$ cat src/rtl/top_memoryaccess_pkg.sv
// Shared definitions for the memory-access stage: datapath widths, decoded-op
// field positions, funct3 codes, FSM states and the bus/writeback payload structs.
package top_memoryaccess_pkg;

  localparam int unsigned XLEN     = 32;
  localparam int unsigned OPLEN    = 9;
  localparam int unsigned WAIT_MAX = 15;
  localparam int unsigned CNT_W    = $clog2(WAIT_MAX + 1);
  localparam int unsigned BE_W     = 4;
  localparam int unsigned RD_W     = 5;

  // Decoded-op field positions
  localparam int unsigned LOAD_BIT     = 0;
  localparam int unsigned STORE_BIT    = 1;
  localparam int unsigned FUNCT3_BIT_L = 2;
  localparam int unsigned FUNCT3_BIT_M = 4;

  // funct3 size/extension codes
  localparam logic [2:0] F3_B  = 3'b000;
  localparam logic [2:0] F3_H  = 3'b001;
  localparam logic [2:0] F3_W  = 3'b010;
  localparam logic [2:0] F3_BU = 3'b100;
  localparam logic [2:0] F3_HU = 3'b101;

  typedef enum logic [1:0] {
    ST_IDLE = 2'd0,
    ST_REQ  = 2'd1,
    ST_WAIT = 2'd2,
    ST_DONE = 2'd3
  } ma_state_e;

  typedef struct packed {
    logic            we;
    logic [XLEN-1:0] addr;
    logic [XLEN-1:0] wdata;
    logic [BE_W-1:0] be;
  } dbus_req_t;

  typedef struct packed {
    logic [OPLEN-1:0] decoded_op;
    logic             jump_state;
    logic [RD_W-1:0]  rdsel;
    logic [XLEN-1:0]  next_pc;
    logic [XLEN-1:0]  rd_data;
  } mw_bundle_t;

  // Halfwords need an even address, words a 4-byte aligned one; bytes never fault.
  function automatic logic is_misaligned(input logic [2:0] f3, input logic [1:0] addr_lo);
    logic mis;
    case (f3[1:0])
      2'b01:   mis = addr_lo[0];
      2'b10:   mis = (addr_lo != 2'b00);
      default: mis = 1'b0;
    endcase
    return mis;
  endfunction

endpackage

$ cat src/rtl/top_memoryaccess_mem_align.sv
// Combinational sub-word handling for the data bus.
// Ports:
//   f3_i          funct3 size/extension code
//   addr_lo_i     byte offset within the word
//   is_store_i    1 = store (lane packing), 0 = load (byte enables all on)
//   store_data_i  rs2 store data
//   load_data_i   whole-word read data from the bus
//   be_o          byte enables
//   wdata_o       lane-replicated store data
//   load_ext_o    extracted and extended load result
module top_memoryaccess_mem_align
  import top_memoryaccess_pkg::*;
(
  input  logic [2:0]      f3_i,
  input  logic [1:0]      addr_lo_i,
  input  logic            is_store_i,
  input  logic [XLEN-1:0] store_data_i,
  input  logic [XLEN-1:0] load_data_i,
  output logic [BE_W-1:0] be_o,
  output logic [XLEN-1:0] wdata_o,
  output logic [XLEN-1:0] load_ext_o
);

  logic [7:0]  byte_sel;
  logic [15:0] half_sel;

  // Store lane packing: data is replicated so any enabled lane carries it
  always_comb begin
    be_o    = 4'hF;
    wdata_o = store_data_i;
    if (is_store_i) begin
      case (f3_i[1:0])
        2'b00: begin
          be_o    = 4'b0001 << addr_lo_i;
          wdata_o = {4{store_data_i[7:0]}};
        end
        2'b01: begin
          be_o    = 4'b0011 << {addr_lo_i[1], 1'b0};
          wdata_o = {2{store_data_i[15:0]}};
        end
        default: begin
          be_o    = 4'hF;
          wdata_o = store_data_i;
        end
      endcase
    end
  end

  // Load extraction and extension
  always_comb begin
    case (addr_lo_i)
      2'd0:    byte_sel = load_data_i[7:0];
      2'd1:    byte_sel = load_data_i[15:8];
      2'd2:    byte_sel = load_data_i[23:16];
      default: byte_sel = load_data_i[31:24];
    endcase
    half_sel = addr_lo_i[1] ? load_data_i[31:16] : load_data_i[15:0];
    case (f3_i)
      F3_B:    load_ext_o = {{(XLEN-8){byte_sel[7]}}, byte_sel};
      F3_BU:   load_ext_o = {{(XLEN-8){1'b0}}, byte_sel};
      F3_H:    load_ext_o = {{(XLEN-16){half_sel[15]}}, half_sel};
      F3_HU:   load_ext_o = {{(XLEN-16){1'b0}}, half_sel};
      default: load_ext_o = load_data_i;
    endcase
  end

endmodule

$ cat src/rtl/top_memoryaccess.sv
// Memory-access stage: runs LOAD/STORE over a req/ack data bus, stalls the core
// state machine while the bus is busy, and registers the writeback bundle.
// Ports:
//   clk, rst                 clock, asynchronous active-high reset
//   phase_memoryaccess       MemoryAccess phase from the state machine
//   *_em                     bundle from execute
//   dmem_*                   data-bus request/response
//   stall_memoryaccess       holds the state machine in MemoryAccess (combinational)
//   *_mw                     bundle to writeback
//   mem_fault                one-cycle pulse on misaligned access or bus timeout
module top_memoryaccess
  import top_memoryaccess_pkg::*;
(
  input  logic             clk,
  input  logic             rst,
  input  logic             phase_memoryaccess,
  input  logic [OPLEN-1:0] decoded_op_em,
  input  logic             jump_state_em,
  input  logic [RD_W-1:0]  rdsel_em,
  input  logic [XLEN-1:0]  next_pc_em,
  input  logic [XLEN-1:0]  alu_out_em,
  input  logic [XLEN-1:0]  rs2data_em,
  output logic             dmem_req,
  output logic             dmem_we,
  output logic [XLEN-1:0]  dmem_addr,
  output logic [XLEN-1:0]  dmem_wdata,
  output logic [BE_W-1:0]  dmem_be,
  input  logic             dmem_ack,
  input  logic [XLEN-1:0]  dmem_rdata,
  output logic             stall_memoryaccess,
  output logic [OPLEN-1:0] decoded_op_mw,
  output logic             jump_state_mw,
  output logic [RD_W-1:0]  rdsel_mw,
  output logic [XLEN-1:0]  next_pc_mw,
  output logic [XLEN-1:0]  rd_data_mw,
  output logic             mem_fault
);

  ma_state_e       state_q, state_d;
  logic [CNT_W-1:0] cnt_q, cnt_d;
  logic            req_q, req_d;
  dbus_req_t       bus_q, bus_d;
  logic [XLEN-1:0] data_q, data_d;
  logic            fault_q, fault_d;
  logic            phase_q;
  mw_bundle_t      mw_q, mw_d;

  logic            is_load, is_store, mem_op, misaligned, aligned_mem, update_mw;
  logic [2:0]      f3;
  logic [BE_W-1:0] align_be;
  logic [XLEN-1:0] align_wdata, load_ext;

  assign is_load     = decoded_op_em[LOAD_BIT];
  assign is_store    = decoded_op_em[STORE_BIT];
  assign mem_op      = is_load | is_store;
  assign f3          = decoded_op_em[FUNCT3_BIT_M:FUNCT3_BIT_L];
  assign misaligned  = is_misaligned(f3, alu_out_em[1:0]);
  assign aligned_mem = mem_op & ~misaligned;

  assign stall_memoryaccess = phase_memoryaccess & aligned_mem & (state_q != ST_DONE);
  assign update_mw          = phase_memoryaccess & ~stall_memoryaccess;

  top_memoryaccess_mem_align u_align (
    .f3_i         (f3),
    .addr_lo_i    (alu_out_em[1:0]),
    .is_store_i   (is_store),
    .store_data_i (rs2data_em),
    .load_data_i  (dmem_rdata),
    .be_o         (align_be),
    .wdata_o      (align_wdata),
    .load_ext_o   (load_ext)
  );

  // State and datapath registers
  always_ff @(posedge clk or posedge rst) begin
    if (rst) begin
      state_q <= ST_IDLE;
      cnt_q   <= '0;
      req_q   <= 1'b0;
      bus_q   <= '0;
      data_q  <= '0;
      fault_q <= 1'b0;
      phase_q <= 1'b0;
      mw_q    <= '0;
    end else begin
      state_q <= state_d;
      cnt_q   <= cnt_d;
      req_q   <= req_d;
      bus_q   <= bus_d;
      data_q  <= data_d;
      fault_q <= fault_d;
      phase_q <= phase_memoryaccess;
      mw_q    <= mw_d;
    end
  end

  // Next-state and register-input logic
  always_comb begin
    state_d = state_q;
    cnt_d   = cnt_q;
    req_d   = req_q;
    bus_d   = bus_q;
    data_d  = data_q;
    fault_d = 1'b0;
    mw_d    = mw_q;

    case (state_q)
      ST_IDLE: begin
        cnt_d = '0;
        if (phase_memoryaccess && aligned_mem) begin
          state_d     = ST_REQ;
          req_d       = 1'b1;
          bus_d.we    = is_store;
          bus_d.addr  = {alu_out_em[XLEN-1:2], 2'b00};
          bus_d.be    = align_be;
          bus_d.wdata = align_wdata;
        end
      end
      ST_REQ, ST_WAIT: begin
        if (dmem_ack) begin
          state_d = ST_DONE;
          req_d   = 1'b0;
          cnt_d   = '0;
          data_d  = bus_q.we ? '0 : load_ext;
        end else if (cnt_q == CNT_W'(WAIT_MAX - 1)) begin
          // This is the WAIT_MAX-th ack-free request cycle: abort
          state_d = ST_DONE;
          req_d   = 1'b0;
          cnt_d   = '0;
          data_d  = '0;
          fault_d = 1'b1;
        end else begin
          state_d = ST_WAIT;
          cnt_d   = cnt_q + CNT_W'(1);
        end
      end
      default: begin
        if (!phase_memoryaccess) state_d = ST_IDLE;
      end
    endcase

    // Misaligned access faults once, in the first cycle of the phase
    if (phase_memoryaccess && !phase_q && mem_op && misaligned) fault_d = 1'b1;

    if (update_mw) begin
      mw_d.decoded_op = decoded_op_em;
      mw_d.jump_state = jump_state_em;
      mw_d.rdsel      = rdsel_em;
      mw_d.next_pc    = next_pc_em;
      if (!mem_op)         mw_d.rd_data = alu_out_em;
      else if (misaligned) mw_d.rd_data = '0;
      else                 mw_d.rd_data = data_q;
    end
  end

  assign dmem_req      = req_q;
  assign dmem_we       = bus_q.we;
  assign dmem_addr     = bus_q.addr;
  assign dmem_wdata    = bus_q.wdata;
  assign dmem_be       = bus_q.be;
  assign mem_fault     = fault_q;
  assign decoded_op_mw = mw_q.decoded_op;
  assign jump_state_mw = mw_q.jump_state;
  assign rdsel_mw      = mw_q.rdsel;
  assign next_pc_mw    = mw_q.next_pc;
  assign rd_data_mw    = mw_q.rd_data;

endmodule

$ cat config.mk
export PLATFORM = sky130hd
export DESIGN_NAME = top_memoryaccess
export DESIGN_NICKNAME = d
export VERILOG_FILES = /design/src/rtl/top_memoryaccess_pkg.sv /design/src/rtl/top_memoryaccess_mem_align.sv /design/src/rtl/top_memoryaccess.sv
export SDC_FILE = /design/constraint.sdc
export NUM_CORES = 1
export LEC_CHECK = 0
export ABC_AREA = 1
export CELL_PAD_IN_SITES_DETAIL_PLACEMENT = 1
export CELL_PAD_IN_SITES_GLOBAL_PLACEMENT = 2
export CORE_ASPECT_RATIO = 0.75
export CORE_MARGIN = 2
export CORE_UTILIZATION = 24
export CTS_BUF_LIST = sky130_fd_sc_hd__clkbuf_8
export CTS_CLUSTER_SIZE = 10
export DETAILED_ROUTE_END_ITERATION = 10
export PLACE_DENSITY = 0.91
export SYNTH_ARGS = -nofsm -noshare
export SYNTH_HDL_FRONTEND = slang
export SYNTH_SLANG_ARGS = --single-unit
$ cat constraint.sdc
create_clock -name clk -period 6.9 [get_ports clk]
set_input_delay 1.725 -clock clk [delete_from_list [all_inputs] [get_ports clk]]
set_output_delay 1.725 -clock clk [all_outputs]
set_load 0.05 [all_outputs]
# Yosys cells after proc, flatten, opt, wreduce, memory -nomap -nowiden

Index checks and enable logic that the tools add are counted.

Bits in registers: 187
Input bits: 147
Output and inout bits: 151
Word-level logic and storage cells: 85

Add/subtract/negate cells: 1
Equal/unequal tests: 14
Shifts and indexed selects: 2
Mux-type cells: 29
Bitwise logic cells: 7
Reductions and logical operators: 17

Operator list:

| operator                                             | count |
|---|---|
| two-way mux 32 bit                                   | 6 |
| case mux 32 bit (4 select lines)                     | 1 |
| case mux 32 bit (2 select lines)                     | 1 |
| case mux 8 bit (3 select lines)                      | 1 |
| two-way mux 16 bit                                   | 1 |
| case mux 4 bit (2 select lines)                      | 2 |
| two-way mux 4 bit                                    | 3 |
| two-way mux 1 bit                                    | 9 |
| equality test 2 x 1 -> 1 bit (second input constant) | 3 |
| equality test 2 bit (second input constant)          | 3 |
| equality test 3 bit (second input constant)          | 2 |
| logical NOT 2 bit                                    | 3 |
| AND reduction 2 bit                                  | 3 |
| nonzero test 2 bit                                   | 3 |
| adder 4 x 1 -> 4 bit (second input constant)         | 1 |
| AND 1 bit                                            | 4 |
| equality test 4 bit (second input constant)          | 1 |
| logical AND 1 bit                                    | 4 |
| two-way mux 2 bit                                    | 2 |
| inequality test 2 bit (second input constant)        | 2 |
| case mux 1 bit (2 select lines)                      | 2 |
| case mux 2 bit (2 select lines)                      | 1 |
| left shift 1 x 2 -> 4 bit (first input constant)     | 1 |
| left shift 2 x 2 -> 4 bit (first input constant)     | 1 |
| 9 further kinds                                      | 10 |

# Depth between registers and ports, before layout

Gate-level depths: netlist of run 1.

Word-level depth: 8
Gate-level depth with buffers: 12
Depth with buffers taken out: 10

# By module

From an unflattened synthesis of run 1, not the netlist that was laid out.

Cells, all modules: 1180
Area total of the unflattened synthesis: 9047.4 um^2

By module, submodules not included:

| module                     | times used | cells each | area an instance (um^2) | seq. area each (um^2) |
|---|---|---|---|---|
| top_memoryaccess           | 1          | 936        | 7901.3                  | 4679.5 |
| top_memoryaccess_mem_align | 1          | 244        | 1146.1                  | 0.0 |

# Least setup slack after synthesis of run 1

Ideal clock, no wire load.

Path type: input to output
From: input port decoded_op_em[3]
To: output port stall_memoryaccess
Arrival: 2750 ps
Required time: 5175 ps
Setup slack: 2425 ps
Stages on the path: 7
Buffers on the path: 0
Cell sequence: inv_1 -> ha_1 -> inv_2 -> o21bai_4 -> nand2_4 -> nand3b_2 -> inv_1

Cells in the longest elaborated chain, start to end: 6
Elaborated cells between the ends (all ways): 7
Classes of those cells: eq/ne: 2; mux: 1; bitwise: 4

Ends and longest elaborated chain:

| what                                                                | RTL line                   | RTL |
|---|---|---|
| from (decl)                                                         | top_memoryaccess.sv:17     | `input logic [OPLEN-1:0] decoded_op_em,` |
| equality test 2 bit or equality test 2 x 1 -> 1 bit (tied branches) | top_memoryaccess_pkg.sv:50 | `case (f3[1:0])` |
| case mux 1 bit (2 select lines) *                                   | top_memoryaccess_pkg.sv:50 |  |
| inverter 1 bit *                                                    | top_memoryaccess.sv:58     | `assign aligned_mem = mem_op & ~misaligned;` |
| AND 1 bit *                                                         | top_memoryaccess.sv:58     |  |
| AND 1 bit * (2 in series)                                           | top_memoryaccess.sv:60     | `assign stall_memoryaccess = phase_memoryaccess & aligned_mem & (state_q != ST_DONE);` |
| to (decl)                                                           | top_memoryaccess.sv:30     | `output logic stall_memoryaccess,` |

Mark *: on every way between the ends. The rest lies on a longest branch, timed or not.

# Final worst setup path of run 1

Same ends and word-level chain as after synthesis.

==> results of run 1 <==
## stage by stage
stage / power (mW) / util [%] / hold WS, ps / setup slack (ps) / instance area (sq um)
CTS: 5.411 / 34.38 / 491.0 / 1355 / 12670
global placement: 4.514 / 33.26 / 460.2 / 1481 / 12260
finish: 5.337 / 34.40 / 484.9 / 1358 / 12680
floorplan: 3.524 / - / 449.6 / 89.57 / 8942
detailed placement: 4.577 / 33.26 / 464.6 / 1403 / 12260
global route: 5.668 / 34.40 / 516.5 / 1273 / 12680
## cell type report
| type | instances | area (sq um) |
|---|---|---|
| inverters | 90 | 345.3 |
| repair buffers | 303 | 3010 |
| flip-flops and latches | 187 | 4679 |
| multi-input cells | 802 | 3595 |
| diodes | 2 | 5.005 |
| fillers | 4417 | 24180 |
| well taps | 504 | 630.6 |
| clock inverters | 14 | 180.2 |
| clock buffers | 17 | 234.0 |
## cell usage after synthesis
| library cell | number | area, sq um |
|---|---|---|
| nand2_1 | 457 | 1715 |
| dfrtp_1 | 187 | 4679 |
| nand3_1 | 93 | 465.5 |
| inv_1 | 81 | 304.0 |
| o21ai_0 | 81 | 405.4 |
| o21ai_1 | 58 | 290.3 |
| a21oi_1 | 33 | 165.2 |
| buf_2 | 30 | 150.1 |
| nor2_1 | 27 | 101.4 |
| clkbuf_1 | 20 | 75.07 |
| ha_1 | 9 | 112.6 |
| o22ai_1 | 9 | 56.30 |
| or2_2 | 8 | 50.05 |
| buf_4 | 6 | 45.04 |
| buf_6 | 6 | 67.56 |
| inv_2 | 6 | 22.52 |
| a21o_1 | 5 | 37.54 |
| buf_1 | 4 | 15.01 |
| clkinv_1 | 3 | 11.26 |
| nor3_1 | 3 | 15.01 |
| and2_1 | 2 | 12.51 |
| nand3_2 | 2 | 20.02 |
| nor4_1 | 2 | 12.51 |
| conb_1 | 1 | 3.750 |
| nand2_2 | 1 | 6.260 |
| nand2_4 | 1 | 11.26 |
| nand3b_2 | 1 | 11.26 |
| nand4_1 | 1 | 6.260 |
| nor2_2 | 1 | 6.260 |
| nor2_4 | 1 | 11.26 |
| o211ai_1 | 1 | 7.510 |
| o21bai_4 | 1 | 18.77 |
| o32ai_1 | 1 | 8.760 |
| xnor2_1 | 1 | 8.760 |
| xor2_1 | 1 | 8.760 |
## registers in the layout (all words and copies together), names as in the netlist
register       count
jump_state_mw      1
next_pc_mw        32
dmem_be            4
data_q            32
dmem_wdata        32
cnt_q              4
dmem_req           1
state_q            2
dmem_addr         30
phase_q            1
rdsel_mw           5
rd_data_mw        32
dmem_we            1
decoded_op_mw      9
mem_fault          1
## path summary, 6_finish.rpt
check	slack, ps	from	end	cells past startpoint
min in group asynchronous	1710	rst	next_pc_mw[27]	2
hold reg to reg	480	rd_data_mw[3]	rd_data_mw[3]	2
setup / recovery	1360	decoded_op_em[3]	stall_memoryaccess	9
max in group asynchronous	4020	rst	data_q[13]	3
hold / removal	480	rd_data_mw[3]	rd_data_mw[3]	2
setup reg to reg	3860	state_q[0]	dmem_be[0]	6
## power by group
part           internal, mW  switching [mW]
clock                 0.338           0.464
sequential             1.49           0.238
combinational         0.880            1.92
total                  2.71            2.62
## worst max-delay path: stages
cell	delay (ps)
clkdlybuf4s50_1	510
inv_1	110
ha_1	290
inv_2	200
o21bai_4	90
nand2_4	330
nand3b_2	240
inv_1	100
buf_4	190
## cell families after synthesis
group	Yosys count
buf+inv	156
flops	187
compound gates	189
other cells	1
xor+xnor	2
fa+ha+maj	9
simple gates	600
## routing by layer
metal | GRT usage, % | routed length (microns) | share of wire [%] | vias to the layer above
li1 | - | - | - | 4131
met1 | 25.61 | 17290 | 50 | 4180
met2 | 26.83 | 14900 | 43 | 230
met3 | 5.204 | 2260 | 6.5 | 20
met4 | 3.518 | 283 | 0.81 | 2
met5 | 0 | 8 | 0.023 | -
==> out/qor.txt, run 1 <==
Yosys reg bits -> 187
outcome -> complete, no violations
post-synthesis xor/xnor area fraction -> 0.1960%
P&R area growth vs syn -> 41.85%
Post-Syn Area -> 8939 sq um
leakage power -> 6.111 nW
share of cells above drive strength 1 -> 4.600%
IO buf count -> 295
first drt pass iteration count -> 5
main combinational cell family by area after synthesis -> simple AND/OR/NAND/NOR gates
Reg clk slew, reported paths -> 100 ps
sequential area share after synthesis -> 52.35%
Final Hold Viols -> 0
Post-Synthesis Cells -> 1144
CP required -> 5180 ps
total routed wirelength -> 34.74 mm
post-cts hold buffer count -> 0
Layout Nets -> 1557
Setup Viol. Count Final -> 0
setup TNS -> 0 ps
VDD IR max -> 188.3 uV
RD Place Congestion -> 0.8425
die height -> 171.1 microns
Clock Sink Count -> 187
RSZ-0062 raised after global routing -> no
Core Rows -> 61
crit path kind -> input pin to output pin
via count -> 8563
cts repair resizes -> 0
# Max-Cap Violations -> 0
post-synthesis simple-gate area fraction -> 27.35%
CP max FO -> 36
Tightest Pin Transition -> 1238 ps
fin crit share -> 80.31%
die area -> 38820 sq um
Initial Utilization -> 24.25%
CTS root buffer -> clkbuf_8
worst skew pair latency -> 500 ps
GRT overflow -> 0
global-route wire length before repair -> 52.85 mm
mux share of post-synthesis cell area -> 0%
clk_skew -> 12.18 ps
post-route ant nets -> 0
IO Pins -> 298
Min-Delay Path Class -> register to register
Worst slew margin -> 17.24%
post-synthesis adder-cell area fraction -> 1.260%
die width -> 226.8 microns
detailed placer's ending HPWL -> 25.81 mm
Final Max Slew Viols -> 0
synth unique cells -> 35
power per cell area -> 420.9 nW/um^2
Synth Warn # -> 0
detailed-route DRC error count -> 0
commonest cells after routing, fill and taps aside -> nand2_1 (457), clkdlybuf4s50_1 (294), dfrtp_1 (187), nand3_1 (92), o21ai_0 (81)
core footprint -> 36860 sq um
H-Tree Depth -> 4
Finished Layout Cells -> 1919
Worst setup SP type -> input pin
DRT iter0 DRCs -> 532
commonest non-fill, non-tap cell in the layout -> nand2_1
Final Critical Period -> 5542 ps
Compound-Gate Fraction of Synth Area -> 11.07%
largest net degree at the start of global routing -> 99
vias in the first global route -> 8908
cts bufs inserted -> 17
CTS max path bufs -> 2
Setup Fix Bufs, Post-CTS -> 0
Worst Setup End Kind -> output pin
routed len/inst -> 18.10 microns
Total GRT Usage -> 17.93%
initial antenna violation count -> 4
fmax -> 180.5 MHz
CP arrival -> 3820 ps
Via density -> 4.462
Placed Cells -> 1886
CTS tree -> yes
syn_area_per_cell -> 7.813 sq um
Note: power is estimated with default switching activity, not from simulation.
==> run 2: changes to the inputs <==
CORE_UTILIZATION = 26   (was 24)
PLACE_DENSITY = 0.94   (was 0.91)
clock period = 5.7 ns   (was 6.9 ns; I/O delays follow)
==> out/qor.txt, run 2 (synthesized netlist as in run 1, its figures left out) <==
outcome -> complete, no violations
VDD IR max -> 303.3 uV (+61%)
die width -> 218.1 microns (-3.9%)
CTS tree -> yes
Sequential cell area -> 4679 sq um (unchanged)
Worst setup SP type -> input pin
setup TNS -> 0 ps (unchanged)
RR Startpoint -> state_q[1]
Switch Pwr -> 3.171 mW (+21%)
vias in the first global route -> 8920 (+0.13%)
routed len/inst -> 18.18 microns (+0.43%)
Placement Cell Area -> 12250 sq um (-0.11%)
leakage power -> 6.144 nW (+0.54%)
R2R depth -> 6 (unchanged)
fmax -> 205.3 MHz
Worst Setup End Kind -> output pin
FF-to-FF End -> dmem_addr[28]
fillers -> 4064 (-8.0%)
post-route ant nets -> 0 (unchanged)
first drt pass iteration count -> 5 (unchanged)
Comb pwr share -> 51.8% (-0.7 points)
multi-input logic area -> 3595 sq um (unchanged)
CP max FO -> 36 (unchanged)
Hold Path Stages -> 2 (unchanged)
post-cts hold buffer count -> 0 (unchanged)
worst skew pair latency -> 510 ps (about the same)
switching part of the total power -> 48.40% (-0.77 points)
GRT overflow -> 0 (unchanged)
Final Hold Viols -> 0 (unchanged)
IO buf count -> 295 (unchanged)
Setup Viol. Count Final -> 0 (unchanged)
RSZ-0062 raised after global routing -> no
die height -> 164.6 microns (-3.8%)
Tightest Pin Transition -> 1210 ps (-28.52 ps)
Final Critical Period -> 4871 ps
crit path kind -> input pin to output pin
power per cell area -> 515.2 nW/um^2 (+22%)
CP arrival -> 3450 ps (-370 ps)
global-route wire length before repair -> 52.39 mm (-0.88%)
detailed-route DRC error count -> 0 (unchanged)
Initial Utilization -> 26.55% (+2.3 points)
cts repair resizes -> 0 (unchanged)
Worst Hold End -> data_q[26]
commonest cells after routing, fill and taps aside -> nand2_1 (457), clkdlybuf4s50_1 (294), dfrtp_1 (187), nand3_1 (92), o21ai_0 (81)
# Max-Cap Violations -> 0 (unchanged)
Layout Nets -> 1558 (+0.064%)
IO Pins -> 298 (unchanged)
pre-CTS setup slack -> 813.0 ps (-590.4 ps)
Core Rows -> 58 (-4.9%)
total routed wirelength -> 33.98 mm (-2.2%)
initial antenna violation count -> 5 (+1)
Final Max Slew Viols -> 0 (unchanged)
die area -> 35890 sq um (-7.5%)
design area -> 12720 sq um (+0.30%)
Sequential Power Share -> 31.9% (-0.6 points)
P&R area growth vs syn -> 42.27%
Total GRT Usage -> 19.08% (+1.1 points)
core footprint -> 33670 sq um (-8.7%)
DRT iter0 DRCs -> 653 (+23%)
CTS max path bufs -> 2 (unchanged)
PnR worst setup slack -> 829.0 ps (-529.3 ps)
detailed placer's ending HPWL -> 24.96 mm (-3.3%)
via count -> 8672 (+1.3%)
H-Tree Depth -> 4 (unchanged)
clk_skew -> 16.71 ps (+4.527 ps)
Min-Delay Path Class -> register to register
largest net degree at the start of global routing -> 96 (-3.0%)
Reg clk slew, reported paths -> 90 ps (about the same)
fin crit share -> 85.46%
CTS root buffer -> clkbuf_8
commonest non-fill, non-tap cell in the layout -> nand2_1
Worst slew margin -> 19.22% (+2.0 points)
Setup Fix Bufs, Post-CTS -> 0 (unchanged)
cts bufs inserted -> 17 (unchanged)
Final Power -> 6.552 mW (+23%)
Via density -> 4.640 (+4.0%)
Clock Sink Count -> 187 (unchanged)
CP required -> 4280 ps (-900 ps)
clock network fraction of total power -> 16.2% (+1.2 points)
share of cells above drive strength 1 -> 4.735% (+0.13 points)
design internal power -> 3.381 mW (+25%)
Hold Crit Start -> data_q[26]
RD Place Congestion -> 0.8400 (-0.30%)
FF-to-FF setup slack -> 2990 ps (-870 ps)
==> run 2: final cells by class <==
class / instances / share of cell area, %
flip-flops and latches: 187 / 36.80
inverters: 90 / 2.686
well taps: 450 / 4.427
diodes: 4 / 0.07871
multi-input cells: 802 / 28.27
clock buffers: 17 / 1.840
clock inverters: 15 / 1.781
repair buffers: 304 / 24.12
==> run 2: worst max path at each step <==
stage,from,to,depth (start not counted)
after floorplan,decoded_op_em[3],stall_memoryaccess,7
after global placement,alu_out_em[0],stall_memoryaccess,7
after detailed placement,decoded_op_em[3],stall_memoryaccess,9
after CTS,decoded_op_em[3],stall_memoryaccess,9
after global routing,decoded_op_em[3],stall_memoryaccess,9
final,decoded_op_em[3],stall_memoryaccess,9
==> run 2: routing by layer <==
layer  track usage [%]  wire (microns)
met2             28.08           14520
met3             5.304            2317
met4             4.051             306
met5                 0              13
met1             27.74           16820
==> run 2: worst max-delay path: stages <==
cell and delay, ps:
clkdlybuf4s50_1 480, inv_1 100, ha_1 280, inv_2 220, o21bai_4 90, nand2_4 330, nand3b_2 200, inv_1 140
buf_12 150
==> run 2: metrics by stage <==
stage | std cells | util (%) | hold WS [ps]
floorplan | 1145 | - | 449.6
detailed placement | 1833 | 36.37 | 461.5
finish | 1869 | 37.77 | 488.6
global placement | 1833 | 36.37 | 460.9
global route | 1868 | 37.76 | 514.3
CTS | 1865 | 37.74 | 491.0
==> run 2: power by group through the flow <==
stage / clock network (mW) / registers (mW) / logic [mW]
2_1_floorplan: 0 / 3.39 / 0.873
3_3_place_gp: 0 / 2.10 / 3.37
3_5_place_dp: 0 / 2.12 / 3.42
4_1_cts: 1.10 / 2.09 / 3.44
5_1_grt: 1.15 / 2.15 / 3.64
6_report: 1.06 / 2.09 / 3.40
